`config.mk`:
```
export PLATFORM = sky130hd
export DESIGN_NAME = hpi_bus_sequencer_flat
export DESIGN_NICKNAME = d
export VERILOG_FILES = /design/src/rtl/hpi_pkg.sv /design/src/rtl/hpi_bus_sequencer_if.sv /design/src/rtl/hpi_phase_counter.sv /design/src/rtl/hpi_bus_sequencer.sv /design/src/flat_wrapper.sv
export SDC_FILE = /design/constraint.sdc
export NUM_CORES = 1
export LEC_CHECK = 0
export CAP_MARGIN = 20
export CORE_ASPECT_RATIO = 1.1
export CORE_MARGIN = 5
export CORE_UTILIZATION = 49
export CTS_CLUSTER_SIZE = 25
export DETAILED_ROUTE_END_ITERATION = 10
export GPL_ROUTABILITY_DRIVEN = 0
export PLACE_DENSITY = 0.86
export SLEW_MARGIN = 20
export SYNTH_ARGS = -nofsm -noshare
export SYNTH_HDL_FRONTEND = slang
export SYNTH_HIERARCHICAL = 1
export SYNTH_SLANG_ARGS = --single-unit
```
`constraint.sdc`:
```
create_clock -name clk -period 3.1 [get_ports clk]
set_input_delay 0.93 -clock clk [delete_from_list [all_inputs] [get_ports clk]]
set_output_delay 0.93 -clock clk [all_outputs]
set_load 0.005 [all_outputs]
```
`src/rtl/hpi_pkg.sv`:
```
// ============================================================================
// Module   : hpi_pkg
// Brief    : Shared encodings for the CY7C67200 HPI bus sequencer.
// Revision : 1.0 - initial release
// ============================================================================
`default_nettype none

package hpi_pkg;

   localparam logic [2:0] OP_REG_RD   = 3'd0;
   localparam logic [2:0] OP_REG_WR   = 3'd1;
   localparam logic [2:0] OP_MEM_RD   = 3'd2;
   localparam logic [2:0] OP_MEM_WR   = 3'd3;
   localparam logic [2:0] OP_CHIP_RST = 3'd4;

   localparam logic [1:0] HPI_DATA    = 2'd0;
   localparam logic [1:0] HPI_MAILBOX = 2'd1;
   localparam logic [1:0] HPI_ADDR    = 2'd2;
   localparam logic [1:0] HPI_STATUS  = 2'd3;

   typedef enum logic [2:0] {
      ST_IDLE       = 3'd0,
      ST_SETUP      = 3'd1,
      ST_STROBE     = 3'd2,
      ST_HOLD       = 3'd3,
      ST_RECOV      = 3'd4,
      ST_RST_ASSERT = 3'd5,
      ST_RST_WAIT   = 3'd6
   } hpi_state_e;

   function automatic int max_of(input int a, input int b);
      return (a > b) ? a : b;
   endfunction

endpackage

`default_nettype wire

```
`src/rtl/hpi_bus_sequencer_if.sv`:
```
// ============================================================================
// Module   : hpi_bus_sequencer_if
// Brief    : Request/response handshake plus HPI pad-side signals.
// Revision : 1.0 - initial release
// ============================================================================
`default_nettype none

interface hpi_bus_sequencer_if;

   logic        req_valid;
   logic        req_ready;
   logic [2:0]  req_op;
   logic [1:0]  req_reg;
   logic [15:0] req_addr;
   logic [15:0] req_wdata;
   logic        rsp_valid;
   logic [15:0] rsp_rdata;
   logic        busy;

   logic [1:0]  hpi_addr;
   logic        hpi_cs_n;
   logic        hpi_r_n;
   logic        hpi_w_n;
   logic        hpi_reset_n;
   logic [15:0] hpi_data_out;
   logic        hpi_data_oe;
   logic [15:0] hpi_data_in;

   modport master (
      output req_valid, req_op, req_reg, req_addr, req_wdata, hpi_data_in,
      input  req_ready, rsp_valid, rsp_rdata, busy,
      input  hpi_addr, hpi_cs_n, hpi_r_n, hpi_w_n, hpi_reset_n,
      input  hpi_data_out, hpi_data_oe
   );

   modport slave (
      input  req_valid, req_op, req_reg, req_addr, req_wdata, hpi_data_in,
      output req_ready, rsp_valid, rsp_rdata, busy,
      output hpi_addr, hpi_cs_n, hpi_r_n, hpi_w_n, hpi_reset_n,
      output hpi_data_out, hpi_data_oe
   );

endinterface

`default_nettype wire

```
`src/rtl/hpi_phase_counter.sv`:
```
// ============================================================================
// Module   : hpi_phase_counter
// Brief    : Loadable down-counter; done is high while the count is zero.
// Revision : 1.0 - initial release
// ============================================================================
`default_nettype none

module hpi_phase_counter #(
   parameter int WIDTH = 3
) (
   input  wire logic             clk,
   input  wire logic             reset,
   input  wire logic             i_load,
   input  wire logic [WIDTH-1:0] i_load_val,
   output logic                  o_done
);

   logic [WIDTH-1:0] r_count;

   always_ff @(posedge clk) begin
      if (reset)
         r_count <= '0;
      else if (i_load)
         r_count <= i_load_val;
      else if (r_count != '0)
         r_count <= r_count - 1'b1;
   end

   assign o_done = (r_count == '0);

endmodule

`default_nettype wire

```
`src/rtl/hpi_bus_sequencer.sv`:
```
// ============================================================================
// Module   : hpi_bus_sequencer
// Brief    : Generates timed HPI cs/r/w/addr/data cycles and chip reset.
// Revision : 1.0 - initial release
// ============================================================================
`default_nettype none

module hpi_bus_sequencer
   import hpi_pkg::*;
#(
   parameter int SETUP_CYC  = 2,
   parameter int STROBE_CYC = 4,
   parameter int HOLD_CYC   = 1,
   parameter int RECOV_CYC  = 2,
   parameter int RST_CYC    = 50000
) (
   input wire logic           clk,
   input wire logic           reset,
   hpi_bus_sequencer_if.slave bus
);

   localparam int CNT_W = $clog2(max_of(max_of(max_of(SETUP_CYC, STROBE_CYC),
                                               max_of(HOLD_CYC, RECOV_CYC)), RST_CYC)) + 1;

   localparam logic [CNT_W-1:0] SETUP_LD  = CNT_W'(SETUP_CYC - 1);
   localparam logic [CNT_W-1:0] STROBE_LD = CNT_W'(STROBE_CYC - 1);
   localparam logic [CNT_W-1:0] HOLD_LD   = CNT_W'(HOLD_CYC - 1);
   localparam logic [CNT_W-1:0] RECOV_LD  = CNT_W'(RECOV_CYC - 1);
   localparam logic [CNT_W-1:0] RST_LD    = CNT_W'(RST_CYC - 1);

   hpi_state_e       r_state;
   hpi_state_e       w_state_next;
   logic             w_ready;
   logic             w_accept;
   logic             w_done;
   logic             w_cnt_load;
   logic [CNT_W-1:0] w_cnt_val;
   logic             w_last_recov;

   logic             r_mem;
   logic             r_mem_wr;
   logic             r_phase;
   logic             r_write;
   logic [15:0]      r_wdata;
   logic [1:0]       r_bus_addr;
   logic [15:0]      r_bus_data;
   logic [15:0]      r_sample;
   logic             r_rsp_valid;
   logic [15:0]      r_rsp_rdata;

   assign w_ready      = (r_state == ST_IDLE) && !reset;
   assign w_accept     = bus.req_valid && w_ready;
   assign w_last_recov = (r_state == ST_RECOV) && w_done && (!r_mem || r_phase);

   hpi_phase_counter #(
      .WIDTH (CNT_W)
   ) u_phase_counter (
      .clk        (clk),
      .reset      (reset),
      .i_load     (w_cnt_load),
      .i_load_val (w_cnt_val),
      .o_done     (w_done)
   );

   always_ff @(posedge clk) begin
      if (reset)
         r_state <= ST_IDLE;
      else
         r_state <= w_state_next;
   end

   // Ops 5-7 are accepted but leave the FSM in IDLE.
   always_comb begin
      w_state_next = r_state;
      case (r_state)
         ST_IDLE: begin
            if (w_accept) begin
               if (bus.req_op == OP_CHIP_RST)
                  w_state_next = ST_RST_ASSERT;
               else if (bus.req_op <= OP_MEM_WR)
                  w_state_next = ST_SETUP;
            end
         end
         ST_SETUP:      if (w_done) w_state_next = ST_STROBE;
         ST_STROBE:     if (w_done) w_state_next = ST_HOLD;
         ST_HOLD:       if (w_done) w_state_next = ST_RECOV;
         ST_RECOV:      if (w_done) w_state_next = (r_mem && !r_phase) ? ST_SETUP : ST_IDLE;
         ST_RST_ASSERT: if (w_done) w_state_next = ST_RST_WAIT;
         ST_RST_WAIT:   if (w_done) w_state_next = ST_IDLE;
         default:       w_state_next = ST_IDLE;
      endcase
   end

   always_comb begin
      w_cnt_load = (w_state_next != r_state);
      w_cnt_val  = '0;
      case (w_state_next)
         ST_SETUP:      w_cnt_val = SETUP_LD;
         ST_STROBE:     w_cnt_val = STROBE_LD;
         ST_HOLD:       w_cnt_val = HOLD_LD;
         ST_RECOV:      w_cnt_val = RECOV_LD;
         ST_RST_ASSERT: w_cnt_val = RST_LD;
         ST_RST_WAIT:   w_cnt_val = RST_LD;
         default:       w_cnt_val = '0;
      endcase
   end

   always_comb begin
      bus.req_ready    = w_ready;
      bus.busy         = (r_state != ST_IDLE) && !reset;
      bus.hpi_cs_n     = 1'b1;
      bus.hpi_r_n      = 1'b1;
      bus.hpi_w_n      = 1'b1;
      bus.hpi_reset_n  = 1'b1;
      bus.hpi_data_oe  = 1'b0;
      bus.hpi_addr     = r_bus_addr;
      bus.hpi_data_out = r_bus_data;
      bus.rsp_valid    = r_rsp_valid;
      bus.rsp_rdata    = r_rsp_rdata;
      case (r_state)
         ST_SETUP, ST_HOLD: begin
            bus.hpi_cs_n    = 1'b0;
            bus.hpi_data_oe = r_write;
         end
         ST_STROBE: begin
            bus.hpi_cs_n    = 1'b0;
            bus.hpi_data_oe = r_write;
            bus.hpi_w_n     = !r_write;
            bus.hpi_r_n     = r_write;
         end
         ST_RST_ASSERT: bus.hpi_reset_n = 1'b0;
         default: ;
      endcase
   end

   // Bus address/data are set on entry to SETUP so they are stable for the whole cycle.
   always_ff @(posedge clk) begin
      if (reset) begin
         r_mem       <= 1'b0;
         r_mem_wr    <= 1'b0;
         r_phase     <= 1'b0;
         r_write     <= 1'b0;
         r_wdata     <= '0;
         r_bus_addr  <= '0;
         r_bus_data  <= '0;
         r_sample    <= '0;
         r_rsp_valid <= 1'b0;
         r_rsp_rdata <= '0;
      end else begin
         r_rsp_valid <= 1'b0;
         if (w_accept && (bus.req_op <= OP_MEM_WR)) begin
            r_phase  <= 1'b0;
            r_wdata  <= bus.req_wdata;
            r_mem_wr <= (bus.req_op == OP_MEM_WR);
            if ((bus.req_op == OP_MEM_RD) || (bus.req_op == OP_MEM_WR)) begin
               r_mem      <= 1'b1;
               r_write    <= 1'b1;
               r_bus_addr <= HPI_ADDR;
               r_bus_data <= bus.req_addr;
            end else begin
               r_mem      <= 1'b0;
               r_write    <= (bus.req_op == OP_REG_WR);
               r_bus_addr <= bus.req_reg;
               r_bus_data <= (bus.req_op == OP_REG_WR) ? bus.req_wdata : 16'h0000;
            end
         end
         if ((r_state == ST_RECOV) && w_done && r_mem && !r_phase) begin
            r_phase    <= 1'b1;
            r_write    <= r_mem_wr;
            r_bus_addr <= HPI_DATA;
            r_bus_data <= r_mem_wr ? r_wdata : 16'h0000;
         end
         if ((r_state == ST_STROBE) && w_done && !r_write)
            r_sample <= bus.hpi_data_in;
         if (w_last_recov && !r_write) begin
            r_rsp_valid <= 1'b1;
            r_rsp_rdata <= r_sample;
         end
      end
   end

endmodule

`default_nettype wire

```
`src/flat_wrapper.sv`:
```
// flat-port wrapper written by rule: the top's interface ports become plain ports
module hpi_bus_sequencer_flat import hpi_pkg::*;
#(
   parameter int SETUP_CYC  = 2,
   parameter int STROBE_CYC = 4,
   parameter int HOLD_CYC   = 1,
   parameter int RECOV_CYC  = 2,
   parameter int RST_CYC    = 50000
)
  (clk, reset, bus_req_valid, bus_req_op, bus_req_reg, bus_req_addr, bus_req_wdata, bus_hpi_data_in, bus_req_ready, bus_rsp_valid, bus_rsp_rdata, bus_busy, bus_hpi_addr, bus_hpi_cs_n, bus_hpi_r_n, bus_hpi_w_n, bus_hpi_reset_n, bus_hpi_data_out, bus_hpi_data_oe);
  hpi_bus_sequencer_if bus_i ();
  input wire logic clk;
  input wire logic reset;
  input wire logic [$bits(bus_i.req_valid)-1:0] bus_req_valid;
  input wire logic [$bits(bus_i.req_op)-1:0] bus_req_op;
  input wire logic [$bits(bus_i.req_reg)-1:0] bus_req_reg;
  input wire logic [$bits(bus_i.req_addr)-1:0] bus_req_addr;
  input wire logic [$bits(bus_i.req_wdata)-1:0] bus_req_wdata;
  input wire logic [$bits(bus_i.hpi_data_in)-1:0] bus_hpi_data_in;
  output wire logic [$bits(bus_i.req_ready)-1:0] bus_req_ready;
  output wire logic [$bits(bus_i.rsp_valid)-1:0] bus_rsp_valid;
  output wire logic [$bits(bus_i.rsp_rdata)-1:0] bus_rsp_rdata;
  output wire logic [$bits(bus_i.busy)-1:0] bus_busy;
  output wire logic [$bits(bus_i.hpi_addr)-1:0] bus_hpi_addr;
  output wire logic [$bits(bus_i.hpi_cs_n)-1:0] bus_hpi_cs_n;
  output wire logic [$bits(bus_i.hpi_r_n)-1:0] bus_hpi_r_n;
  output wire logic [$bits(bus_i.hpi_w_n)-1:0] bus_hpi_w_n;
  output wire logic [$bits(bus_i.hpi_reset_n)-1:0] bus_hpi_reset_n;
  output wire logic [$bits(bus_i.hpi_data_out)-1:0] bus_hpi_data_out;
  output wire logic [$bits(bus_i.hpi_data_oe)-1:0] bus_hpi_data_oe;
  assign bus_i.req_valid = bus_req_valid;
  assign bus_i.req_op = bus_req_op;
  assign bus_i.req_reg = bus_req_reg;
  assign bus_i.req_addr = bus_req_addr;
  assign bus_i.req_wdata = bus_req_wdata;
  assign bus_i.hpi_data_in = bus_hpi_data_in;
  assign bus_req_ready = bus_i.req_ready;
  assign bus_rsp_valid = bus_i.rsp_valid;
  assign bus_rsp_rdata = bus_i.rsp_rdata;
  assign bus_busy = bus_i.busy;
  assign bus_hpi_addr = bus_i.hpi_addr;
  assign bus_hpi_cs_n = bus_i.hpi_cs_n;
  assign bus_hpi_r_n = bus_i.hpi_r_n;
  assign bus_hpi_w_n = bus_i.hpi_w_n;
  assign bus_hpi_reset_n = bus_i.hpi_reset_n;
  assign bus_hpi_data_out = bus_i.hpi_data_out;
  assign bus_hpi_data_oe = bus_i.hpi_data_oe;
  hpi_bus_sequencer #(.SETUP_CYC(SETUP_CYC), .STROBE_CYC(STROBE_CYC), .HOLD_CYC(HOLD_CYC), .RECOV_CYC(RECOV_CYC), .RST_CYC(RST_CYC)) u_core (.clk(clk), .reset(reset), .bus(bus_i));
endmodule
```
Word level (Yosys, flattened, before mapping)
Index checks and enable logic that the tools add are counted.
{"block": "word_totals", "ff_bits": 91, "wordCells": 90}
{"block": "classes", "addsub": 1, "order_cmp": 1, "n_eq_ne": 16, "n_mux": 32, "n_reduce_logical": 28}
{"cell": "16-bit two-way mux", "count": 5}
{"cell": "16-bit case mux with 3 select lines", "count": 1}
{"cell": "17-bit two-way mux", "count": 2}
{"cell": "3-bit two-way mux", "count": 9}
{"cell": "3-bit == test, second input constant", "count": 7}
{"cell": "3-bit case mux with 7 select lines", "count": 1}
{"cell": "17-bit logical NOT", "count": 1}
{"cell": "17-bit nonzero test", "count": 1}
{"cell": "17-bit by 1-bit subtractor with 17-bit output, second input constant", "count": 1}
{"cell": "3-bit by 2-bit == test with 1-bit output, second input constant", "count": 5}
{"cell": "1-bit two-way mux", "count": 13}
{"cell": "1-bit logical AND", "count": 12}
{"cell": "3-bit by 1-bit == test with 1-bit output, second input constant", "count": 3}
{"cell": "2-bit OR reduction", "count": 3}
{"cell": "1-bit logical NOT", "count": 4}
{"cell": "2-bit nonzero test", "count": 2}
{"cell": "3-bit by 2-bit less-or-equal comparator with 1-bit output, second input constant", "count": 1}
{"cell": "3-bit logical NOT", "count": 1}
{"cell": "3-bit inequality test", "count": 1}
{"cell": "3-bit nonzero test", "count": 1}
{"cell": "3-bit OR reduction", "count": 1}
{"cell": "1-bit logical OR", "count": 2}
{"cell": "2-bit two-way mux", "count": 1}

Longest topological paths before layout
{"block": "depth", "word_depth": 9, "ltp_mapped": 15, "ltp_nobuf": 14}

Cells and area by module
The synthesis kept the hierarchy.
{"module": "hpi_bus_sequencer", "instances": 1, "cells_per_inst": 373, "area_per_inst_um2": 3064.2, "seq_area_each_um2": 1481.4}
{"module": "hpi_phase_counter", "instances": 1, "cells_per_inst": 112, "area_per_inst_um2": 930.9, "seq_area_each_um2": 340.3}

Worst setup path after synthesis
OpenSTA, ideal clock, no wires.
{"block": "synth_path", "kind": "flip-flop to flip-flop", "startpoint": "register u_core.u_phase_counter.r_count[0]", "endpoint": "register u_core.u_phase_counter.r_count[6]", "setup_ns": 0.117, "arrival_time_ns": 2.790, "path_slack_ns": 0.193, "stages_incl_launch_ff": 15, "period_less_slack_ns": 2.907, "cell_sequence": "dfxtp_1 > inv_1 > ha_1 > nor4b_1 > nand4b_1 > or2_4 > inv_2 > inv_1 > nand2_1 > o221ai_2 > o31a_1 > o22a_1 > nor2b_1 > buf_2 > a32o_1"}
{"item": "start: declaration", "line": "hpi_phase_counter.sv:18", "text": "logic [WIDTH-1:0] r_count;"}
{"item": "start signal: assignment", "line": "hpi_phase_counter.sv:24", "text": "r_count <= i_load_val;"}
{"item": "start signal: assignment", "line": "hpi_phase_counter.sv:26", "text": "r_count <= r_count - 1'b1;"}
{"item": "17-bit logical NOT (*)", "line": "hpi_phase_counter.sv:29", "text": "assign o_done = (r_count == '0);"}
{"item": "via u_core.w_done", "line": "hpi_bus_sequencer.sv:35", "text": "logic w_done;"}
{"item": "3-bit two-way mux (tied with other cells)", "line": "hpi_bus_sequencer.sv:89", "text": "ST_RST_WAIT: if (w_done) w_state_next = ST_IDLE;"}
{"item": "3-bit case mux with 7 select lines (*)", "line": "hpi_bus_sequencer.sv:75", "text": "case (r_state)"}
{"item": "3-bit inequality test (*)", "line": "hpi_bus_sequencer.sv:95", "text": "w_cnt_load = (w_state_next != r_state);"}
{"item": "via u_core.w_cnt_load", "line": "hpi_bus_sequencer.sv:36", "text": "logic w_cnt_load;"}
{"item": "17-bit two-way mux / 2-bit nonzero test (equally long branches)"}
The timed path passes the listed nets; every way through them passes the cells marked *. The select of a mux whose other input is x is not followed.
A chain may end at the register's enable or synchronous reset.

Final worst setup path
{"block": "layout_path", "startpoint": "register u_core.u_phase_counter.r_count[12]", "endpoint": "register u_core.u_phase_counter.r_count[2]"}
Same word-level chain as after synthesis.

==> flow_summary.yaml <==
critical_path:
  crit_path_arrival_time_ns: 3.24
  end_kind: "register"
  critPathMaxStageDelay_ns: 0.44
  reg2reg_slack_ns: 0.15
  critical-path-top-cell-by-count: "sky130_fd_sc_hd__or2_4"
  crit_fanout: 12
  cp.required_ns: 3.39
  crit_path_cell_trace: "or2_4 -> or4_4 -> or2_4 -> inv_4 -> inv_1 -> nand2_2 -> o221ai_2 -> o31a_1 -> o22a_1 -> buf_6 -> or3_1 -> a21oi_2"
  cpMaxStageDelayCell: "sky130_fd_sc_hd__or4_4"
  timing.critical_path.from_type: "register"
  worst_r2r_endpoint: "u_core/u_phase_counter/r_count[2]"
  critPathKind: "register to register"
  ff2ff_path_depth: 12
  timing.rr.start: "u_core/u_phase_counter/r_count[12]"
  path_delay_family: "simple AND/OR/NAND/NOR gates"
  path_buf_inv: 3
floorplan:
  floorplan.die.width_um: 96.1
  pin_count: 98
  starting_density_of_the_core: 0.502
  dieArea_sq_um: 10100
  core_sq_um: 7960
  die-height_um: 105
  num_rows: 34
power:
  pwr_density_cell_nw_per_um2: 656
  leakagePower_nw: 2.03
  max-vdd-ir-drop_mv: 0.292
synthesis:
  synth_top_cells_by_area: "sky130_fd_sc_hd__dfxtp_1 (46%), sky130_fd_sc_hd__nand2_1 (10%), sky130_fd_sc_hd__a21oi_1 (5.6%), sky130_fd_sc_hd__mux2i_1 (4.5%), sky130_fd_sc_hd__o21ai_1 (4.1%)"
  most_area_hungry_cell_type_in_the_yosys_netlist: "sky130_fd_sc_hd__dfxtp_1"
  synth_ff_type: "sky130_fd_sc_hd__dfxtp_1"
  syn_area_sq_um: 4000
  synth.avg_cell_area_sq_um: 8.24
  yosys_warnings: 6
  synthesis.instances: 485
  async_flop_share: 0
  synth.top_cell.area_share: 0.456
  synth_seq_area_share: 0.456
  synthesis_stage_register_bit_count: 91
  number_of_enable_flip_flop_cells_after_synthesis: 0
  netlist-cell-type-count: 56
clock_network:
  cts_inserted_buffers: 9
  htree_levels: 3
  cts_buffer_depth: 2
  number_of_buffers_inserted_by_post_cts_setup_repair: 0
  clock_sink_count: 91
  clk_transition_reported_paths_ns: 0.09
  cts_tree: "done"
  clkLatencyLatePin_ns: 0.36
  clock-root-buffer: "sky130_fd_sc_hd__clkbuf_8"
global_route:
  gr-usage-all-layers: 0.214
  vias_in_the_first_global_route: 3842
  grt_antenna_before_repair: 0
  overflow: 0
  grt_pass1_wl_um: 17500
  grt_start_max_net_pins: 69
sta:
  totalNegativeSetupSlack_ns: 0
  report.final.setup_viol: 0
  finalHoldViolCount: 0
  timing.slew.headroom: 0.382
  max_freq_mhz: 339
  whs_ns: 0.449
  final_max_slew_viol_count: 0
  post-route-period-util: 0.951
  worstMarginPinSlew_ns: 0.927
  layout_min_cycle_time_ns: 2.95
  final.setup_skew_ns: 0.0123
routing:
  routedWlPerCell_um: 14.9
  drt-vias-per-instance: 5.47
  route.final.wire_length_um: 10500
  drtPass1Iterations: 4
  post-route-drc-count: 0
  dr_total_vias: 3859
  antenna_left: 0
  drt_first_iter_violations: 209
finish:
  drive_gt1_frac: 0.117
  syn2layout_area_growth_pct: 36.1
  post-route-util: 0.684
  antenna-diode-count: 0
  stdcell_count: 705
  mostFrequentLayoutCell: "sky130_fd_sc_hd__nand2_1"
  fin_area_sq_um: 5440
  most_used_cells_in_the_layout_excluding_fill_and_tap_cells: "sky130_fd_sc_hd__nand2_1 (108), sky130_fd_sc_hd__clkdlybuf4s50_1 (96), sky130_fd_sc_hd__dfxtp_1 (89)"
  finalNetCount: 649
job:
  maxCapViolCount: 0
run_status:
  status: "complete, no violations"
placed_design:
  dpl_cell_area_sq_um: 5190
  placement.io_buffers: 97
  place_inst: 689
  final_hpwl_from_detailed_placement_um: 7500
min_path:
  min-delay-start: "u_core/r_wdata[13]"
  min_path_cells: 2
  timing.hold.worst.class: "register to register"
  hold_path_end: "u_core/bus.hpi_data_out[13]"
==> metal layers <==
metal,up-vias,GRT usage,share of wire
met1,1826,0.259,0.42
met4,0,0.0996,0.028
met3,27,0.0510,0.053
li1,1894,-,-
met5,-,0,0
met2,112,0.353,0.50
==> per-stage QoR <==
stage	power, mW	setup slack, ns
2_1_floorplan	2.25	0.193
3_3_place_gp	2.63	0.0484
3_5_place_dp	2.68	0.00364
4_1_cts	3.50	0.00720
5_1_grt	3.79	-0.0291
6_report	3.57	0.153
==> cell type report <==
| cell class | count | area [sq um] |
|---|---|---|
| clock buffer | 10 | 128 |
| clock inverter | 6 | 71.3 |
| fill | 639 | 2520 |
| inverter | 4 | 17.5 |
| multi-input combinational | 366 | 2090 |
| sequential | 91 | 1820 |
| tap | 108 | 135 |
| timing repair buffer | 120 | 1170 |
==> cells by family after synthesis <==
group / count (synthesis) / share of synthesized area
and+or+nand+nor: 202 / 0.238
AOI/OAI and AO/OA: 125 / 0.194
DFF: 91 / 0.456
buffers and inverters: 36 / 0.0376
muxes: 19 / 0.0479
xor gates and xnor gates: 10 / 0.0219
adders and majority gates: 1 / 0.00313
other: 1 / 0.000939
==> worst max-delay path by stage <==
stage                                                   from                                  to  slack [ns]  cells past startpoint
after global placement                         bus_req_op[1]          u_core/bus.hpi_data_out[7]        0.05                      6
after global routing       u_core/u_phase_counter/r_count[1]   u_core/u_phase_counter/r_count[2]       -0.03                     14
after floorplan            u_core/u_phase_counter/r_count[0]   u_core/u_phase_counter/r_count[6]        0.19                     14
after CTS                 u_core/u_phase_counter/r_count[12]   u_core/u_phase_counter/r_count[2]       0.007                     12
final                     u_core/u_phase_counter/r_count[12]   u_core/u_phase_counter/r_count[2]        0.15                     12
after detailed placement                               reset  u_core/u_phase_counter/r_count[14]       0.004                      8
==> registers in the layout (all words and copies together), names as in the netlist <==
name and count:
u_core/u_phase_counter/r_count 17, u_core/bus.hpi_data_out 16, u_core/bus.rsp_rdata 16, u_core/r_sample 16, u_core/r_wdata 16, u_core/r_state 3, u_core/bus.hpi_addr 2, u_core/bus.rsp_valid 1
u_core/r_mem 1, u_core/r_mem_wr 1, u_core/r_phase 1, u_core/r_write 1
==> synthesized netlist by cell type, drive strengths merged, types with 3 or more instances <==
master and n:
a211oi 3, a21oi 46, a221o 16, buf 7, clkbuf 25, dfxtp 91, inv 4, mux2i 18
nand2 110, nand2b 4, nand3 3, nor2 36, nor2b 8, nor3 13, nor3b 5, nor4 5
o21ai 46, or2 5, or3 5, xnor2 8
==> report_power, final <==
part	internal [mW]	switching [mW]	total [mW]
clock network	0.382	0.440	0.822
logic	0.683	0.642	1.32
registers	1.29	0.128	1.42
==> worst min-delay path, cell delays in order, from the launching register on <==
cell and delay [ns]:
sky130_fd_sc_hd__dfxtp_1 0.32, sky130_fd_sc_hd__nand2_1 0.05, sky130_fd_sc_hd__o21ai_1 0.05
==> timing repair <==
action                     4_1_cts  5_1_grt
pin swaps                        0        1
setup endpoints to repair        1       17
hold endpoints to repair         0        0
gates resized for setup          1       12
cloned                           0        0
hold buffers                     0        0
(Power assumes the default switching activity.)
